File: config.mk
export PLATFORM = sky130hd
export DESIGN_NAME = id_pipe_ctrl
export DESIGN_NICKNAME = d
export VERILOG_FILES = /design/src/rtl/id_pipe_ctrl.sv
export SDC_FILE = /design/constraint.sdc
export NUM_CORES = 1
export LEC_CHECK = 0
export BUFFER_PORTS_ARGS = -buffer_cell sky130_fd_sc_hd__buf_2
export CAP_MARGIN = 20
export CORE_MARGIN = 2
export CORE_UTILIZATION = 50
export CTS_CLUSTER_DIAMETER = 40
export DETAILED_ROUTE_END_ITERATION = 12
export GPL_ROUTABILITY_DRIVEN = 0
export PLACE_DENSITY = 0.85
export SYNTH_ARGS = -nofsm -noshare
export SYNTH_HDL_FRONTEND = slang
export SYNTH_SLANG_ARGS = --single-unit
File: constraint.sdc
create_clock -name clk -period 4.1 [get_ports clk]
set_input_delay 0.41 -clock clk [delete_from_list [all_inputs] [get_ports clk]]
set_output_delay 0.41 -clock clk [all_outputs]
set_load 0.02 [all_outputs]
File: src/rtl/id_pipe_ctrl.sv
// id_pipe_ctrl
// Controls the IF/ID pipeline register in front of the instruction decoder.
// Holds one fetched instruction and its PC, runs the valid/allowin handshake
// with IF and EX, inserts bubbles for load-use hazards against the load
// currently in EX, kills the held instruction on a flush and counts the
// cycles lost to hazard stalls.
//
// Ports:
//   clk            system clock, all state updates on the rising edge
//   resetn         synchronous active-low reset
//   if_valid       IF presents a valid instruction
//   if_inst        fetched instruction word
//   if_pc          PC of the fetched instruction
//   id_allowin     ID can accept from IF this cycle
//   ex_allowin     EX can accept from ID this cycle
//   ex_valid       EX holds a valid instruction
//   ex_mem_read    EX instruction is a load
//   ex_wreg        EX destination register
//   flush          exception/eret flush, kills the ID content
//   id_to_ex_valid ID presents a valid instruction to EX
//   id_inst        held instruction word
//   id_pc          held PC
//   id_bubble      held instruction is blocked by a load-use hazard
//   stall_cnt      saturating count of hazard-stall cycles
module id_pipe_ctrl #(
  parameter logic [31:0] RESET_PC = 32'hBFC00000,
  parameter int          CNT_W    = 16
) (
  input  logic             clk,
  input  logic             resetn,
  input  logic             if_valid,
  input  logic [31:0]      if_inst,
  input  logic [31:0]      if_pc,
  output logic             id_allowin,
  input  logic             ex_allowin,
  input  logic             ex_valid,
  input  logic             ex_mem_read,
  input  logic [4:0]       ex_wreg,
  input  logic             flush,
  output logic             id_to_ex_valid,
  output logic [31:0]      id_inst,
  output logic [31:0]      id_pc,
  output logic             id_bubble,
  output logic [CNT_W-1:0] stall_cnt
);

  // The stall state is not stored: it is a FULL register whose hazard is
  // currently asserted, so only EMPTY/FULL needs a flop.
  typedef enum logic {
    ST_EMPTY = 1'b0,
    ST_FULL  = 1'b1
  } stateT;

  localparam logic [CNT_W-1:0] CNT_ONE = {{(CNT_W-1){1'b0}}, 1'b1};
  localparam logic [CNT_W-1:0] CNT_MAX = {CNT_W{1'b1}};

  stateT            r_state;
  stateT            w_nextState;
  logic             w_loadInst;
  logic [31:0]      r_inst;
  logic [31:0]      r_pc;
  logic [CNT_W-1:0] r_stallCnt;

  logic             w_valid;
  logic [5:0]       w_opcode;
  logic [5:0]       w_func;
  logic [4:0]       w_rs;
  logic [4:0]       w_rt;
  logic             w_usesRs;
  logic             w_usesRt;
  logic             w_hazard;
  logic             w_readyGo;
  logic             w_allowin;

  assign w_valid  = (r_state == ST_FULL);
  assign w_opcode = r_inst[31:26];
  assign w_rs     = r_inst[25:21];
  assign w_rt     = r_inst[20:16];
  assign w_func   = r_inst[5:0];

  // Source-register usage of the held instruction. J/JAL/LUI carry no rs
  // operand, and the immediate shifts reuse the rs field as padding.
  always_comb begin
    w_usesRs = 1'b1;
    w_usesRt = 1'b0;
    case (w_opcode)
      6'b000010, 6'b000011, 6'b001111: w_usesRs = 1'b0;
      6'b000000: begin
        w_usesRt = 1'b1;
        if (w_func == 6'b000000 || w_func == 6'b000010 || w_func == 6'b000011)
          w_usesRs = 1'b0;
      end
      6'b000100, 6'b000101, 6'b101011: w_usesRt = 1'b1;
      default: ;
    endcase
  end

  // A load in EX whose result feeds the held instruction forces a bubble;
  // $0 is never a real dependency.
  assign w_hazard = w_valid & ex_valid & ex_mem_read & (ex_wreg != 5'd0) &
                    ((w_usesRs & (w_rs == ex_wreg)) | (w_usesRt & (w_rt == ex_wreg)));

  assign w_readyGo      = ~w_hazard;
  assign w_allowin      = ~w_valid | (w_readyGo & ex_allowin);
  assign id_allowin     = w_allowin;
  assign id_to_ex_valid = w_valid & w_readyGo;
  assign id_bubble      = w_hazard;
  assign id_inst        = r_inst;
  assign id_pc          = r_pc;
  assign stall_cnt      = r_stallCnt;

  // Next-state: flush beats everything, then a normal IF->ID transfer,
  // otherwise the register holds (stall or back-pressure).
  always_comb begin
    w_nextState = r_state;
    w_loadInst  = 1'b0;
    if (flush) begin
      w_nextState = ST_EMPTY;
    end else if (w_allowin) begin
      w_nextState = if_valid ? ST_FULL : ST_EMPTY;
      w_loadInst  = if_valid;
    end
  end

  // State register.
  always_ff @(posedge clk) begin
    if (!resetn) r_state <= ST_EMPTY;
    else         r_state <= w_nextState;
  end

  // Instruction/PC payload; left untouched on flush since it is dead then.
  always_ff @(posedge clk) begin
    if (!resetn) begin
      r_inst <= 32'd0;
      r_pc   <= RESET_PC;
    end else if (w_loadInst) begin
      r_inst <= if_inst;
      r_pc   <= if_pc;
    end
  end

  // Stall counter: a flushed stall is not a lost cycle of useful work, so
  // it is not counted. Saturates instead of wrapping.
  always_ff @(posedge clk) begin
    if (!resetn) begin
      r_stallCnt <= '0;
    end else if (w_hazard && !flush && r_stallCnt != CNT_MAX) begin
      r_stallCnt <= r_stallCnt + CNT_ONE;
    end
  end

endmodule
==> flow_summary_export.csv <==
group,metric,value,unit
outcome,outcome,"finished clean",
floorplanning,rows,29,
run,drv_cap,0,
power,vdd.ir_drop.worst,0.280,mV
setup_path,startpoint,"id_inst[26]",
clocking,cts_buffers,9,
global_routing,grt_pass1_wl,13900,um
setup_path,r2r_start,"id_inst[26]",
final_layout,final_net_count,626,
sta,finalHoldViolCount,0,
final_layout,ff_latch_area,1620,sq um
setup_path,critPathArrivalTime,2.93,ns
routing,routed_via_density,5.34,
clocking,clock_latency,0.35,ns
sta,min_period,2.73,ns
setup_path,reg2reg_slack,1.37,ns
final_layout,syn_to_final_growth,28.0,%
sta,rsz0062_at_grt,"false",
logic_synthesis,synthesis.nets,486,
final_layout,fill_cells,546,
setup_path,critPathRequiredTime,4.30,ns
sta,clock.fmax,0.366,GHz
sta,period_share,0.667,
sta,drv_slew,0,
floorplanning,dieHeight,86.2,um
final_layout,drive_gt1_frac,0.327,
sta,slew-limit-headroom,0.544,
logic_synthesis,avgSynthCellArea,8.26,sq um
clocking,ctsResizeCount,0,
global_routing,globalRouteOverflowTotal,0,
logic_synthesis,seq_area_frac_synth,0.480,
power,power_density,369,nW/um^2
setup_path,crit_type,"flop to flop",
sta,setup_viol_count_final,0,
logic_synthesis,ys_ff_latch,81,
routing,wl,8510,um
final_layout,antennaDiodeCount,0,
power,p_leak,1.91,nW
setup_path,path_max_fanout,113,
sta,skew,0.0107,ns
logic_synthesis,synth_cell_types,36,
routing,vias,3371,
placed_design,dp_hpwl,6080,um
clocking,cts_tree,"done",
logic_synthesis,synth_warnings,0,
setup_path,critPathCapture,"id_pc[25]",
logic_synthesis,synthCells,409,
logic_synthesis,netlist_area,3380,sq um
global_routing,grt_max_degree,114,
clocking,postCtsSetupBuffers,0,
floorplanning,die-area,7430,sq um
setup_path,ff2ff_path_depth,7,
floorplanning,ios,159,
worst_hold_path,hold_path_class,"input pin to flop",
routing,antenna_left,0,
sta,whs,0.274,ns
placed_design,io_buffer_count,158,
floorplanning,die_w,86.2,um
global_routing,grt_pass1_vias,3144,
global_routing,grt.total_usage,0.231,
routing,wl_per_cell,13.5,um
clocking,h-tree-depth,3,
setup_path,cp-end-kind,"flop",
floorplanning,coreArea,6460,sq um
clocking,clkSinkCount,81,
sta,worstMarginPinSlew,0.684,ns
global_routing,antenna_found_initial,0,
final_layout,multi_input_area,1580,sq um
clocking,clk_pin_slew,0.09,ns
clocking,cts_buffer_depth,2,
clocking,clock-root-buffer,"clkbuf_8",
setup_path,r2r_end,"id_pc[25]",
routing,dr.pass1.iters,4,
routing,drcViolationCount,0,
setup_path,start_kind,"flop",
clocking,ctsHoldBuffers,0,
floorplanning,start_util,0.523,
sta,timing.setup.tns,0,ns
routing,first_iter_violations,150,
synth_stat cells (all sizes together):
library cell,instances,area share
nor3,4,0.0059
clkbuf,20,0.024
nand2b,2,0.0037
a21oi,12,0.018
or3,8,0.015
nand2,70,0.078
or4,5,0.011
a211oi,1,0.0022
nor2,8,0.0089
a31o,1,0.0026
a2111oi,2,0.011
nand3,71,0.11
o31ai,3,0.0067
ha,1,0.0037
o211ai,2,0.0044
and4,1,0.0026
and2,2,0.0037
nor4,2,0.0037
buf,11,0.024
a41oi,1,0.0026
mux2i,10,0.030
nand4,3,0.0056
dfxtp,81,0.48
inv,4,0.0044
xor2,10,0.026
xnor2,2,0.0052
o21ai,66,0.10
and3,4,0.0074
nor2b,2,0.0037
state kept, by name, summed over array words and instances, names as in the netlist:
register and cells:
id_pc 32, r_state 1, id_inst 32, stall_cnt 16
cell families (layout without fill, tap and decap cells):
kind of cell	Yosys count	in the layout	synth area share
flops	81	81	0.480
buf+inv	35	180	0.0526
fa+ha+maj	1	1	0.00370
simple gates	182	182	0.256
compound gates	88	88	0.147
mux	10	10	0.0296
xor+xnor	12	12	0.0311
routing by layer:
layer	track usage	wire, um	part of all wire
met5	0	0	0
met4	0.0938	108	0.013
met3	0.0476	408	0.048
met2	0.421	4440	0.52
met1	0.263	3560	0.42
worst min path at each step:
stage / slack [ns] / depth (start not counted) / start / endpoint
after floorplan: 0.48 / 1 / flush / r_state
after global placement: 0.43 / 2 / id_pc[15] / id_pc[15]
after detailed placement: 0.44 / 2 / id_pc[14] / id_pc[14]
after CTS: 0.26 / 3 / if_pc[27] / id_pc[27]
after global routing: 0.27 / 3 / if_inst[26] / id_inst[26]
final: 0.27 / 3 / if_inst[8] / id_inst[8]
stage by stage:
step | total power (W) | utilization | cells | cell area (sq um) | setup slack (ns)
final | 0.00159 | 0.669 | 631 | 4320 | 1.37
after floorplan | 0.000982 | - | 409 | 3380 | 1.83
after detailed placement | 0.00106 | 0.640 | 615 | 4130 | 1.37
after global routing | 0.00167 | 0.669 | 631 | 4320 | 1.21
after global placement | 0.00106 | 0.640 | 615 | 4130 | 1.39
after CTS | 0.00161 | 0.669 | 631 | 4320 | 1.35
worst max-delay path, stage by stage (launching register included):
cell	delay [ns]
dfxtp_1	0.36
or4_1	0.50
o21ai_2	0.16
o21ai_2	0.12
a2111oi_4	0.65
buf_12	0.41
mux2i_1	0.24
nand2_1	0.07
where the power goes:
part | switching [W] | internal (W)
registers | 0.0000211 | 0.000818
clock network | 0.000295 | 0.000255
logic | 0.000127 | 0.0000785
total | 0.000443 | 0.00115
cells in the final DEF, fill, tap and decap left out, types with 2 or more instances in the layout:
cell type / synthesis / final
and3_1: 4 / 4
clkinvlp_4: 0 / 3
clkinv_4: 0 / 2
xnor2_1: 2 / 2
nor4_1: 2 / 2
a21oi_1: 12 / 12
nand3_1: 70 / 70
xor2_1: 10 / 10
o31ai_1: 3 / 3
o211ai_1: 2 / 2
nand2_1: 70 / 70
or4_1: 5 / 5
buf_2: 8 / 157
dfxtp_1: 81 / 81
o21ai_0: 59 / 59
o21ai_1: 5 / 5
nor2b_1: 2 / 2
or3_1: 8 / 8
nor2_1: 8 / 8
clkbuf_8: 0 / 11
nand2b_1: 2 / 2
mux2i_1: 10 / 10
buf_4: 0 / 2
and2_1: 2 / 2
o21ai_2: 2 / 2
inv_1: 4 / 4
nand4_1: 3 / 3
nor3_1: 4 / 4
cell type report:
class | instances | area share
well taps | 77 | 0.0223
repair buffers | 160 | 0.190
clock buffers | 11 | 0.0350
inverters | 4 | 0.00347
clock inverters | 5 | 0.00926
multi-input cells | 293 | 0.365
flip-flops and latches | 81 | 0.375
Note: power is estimated with default switching activity, not from simulation.
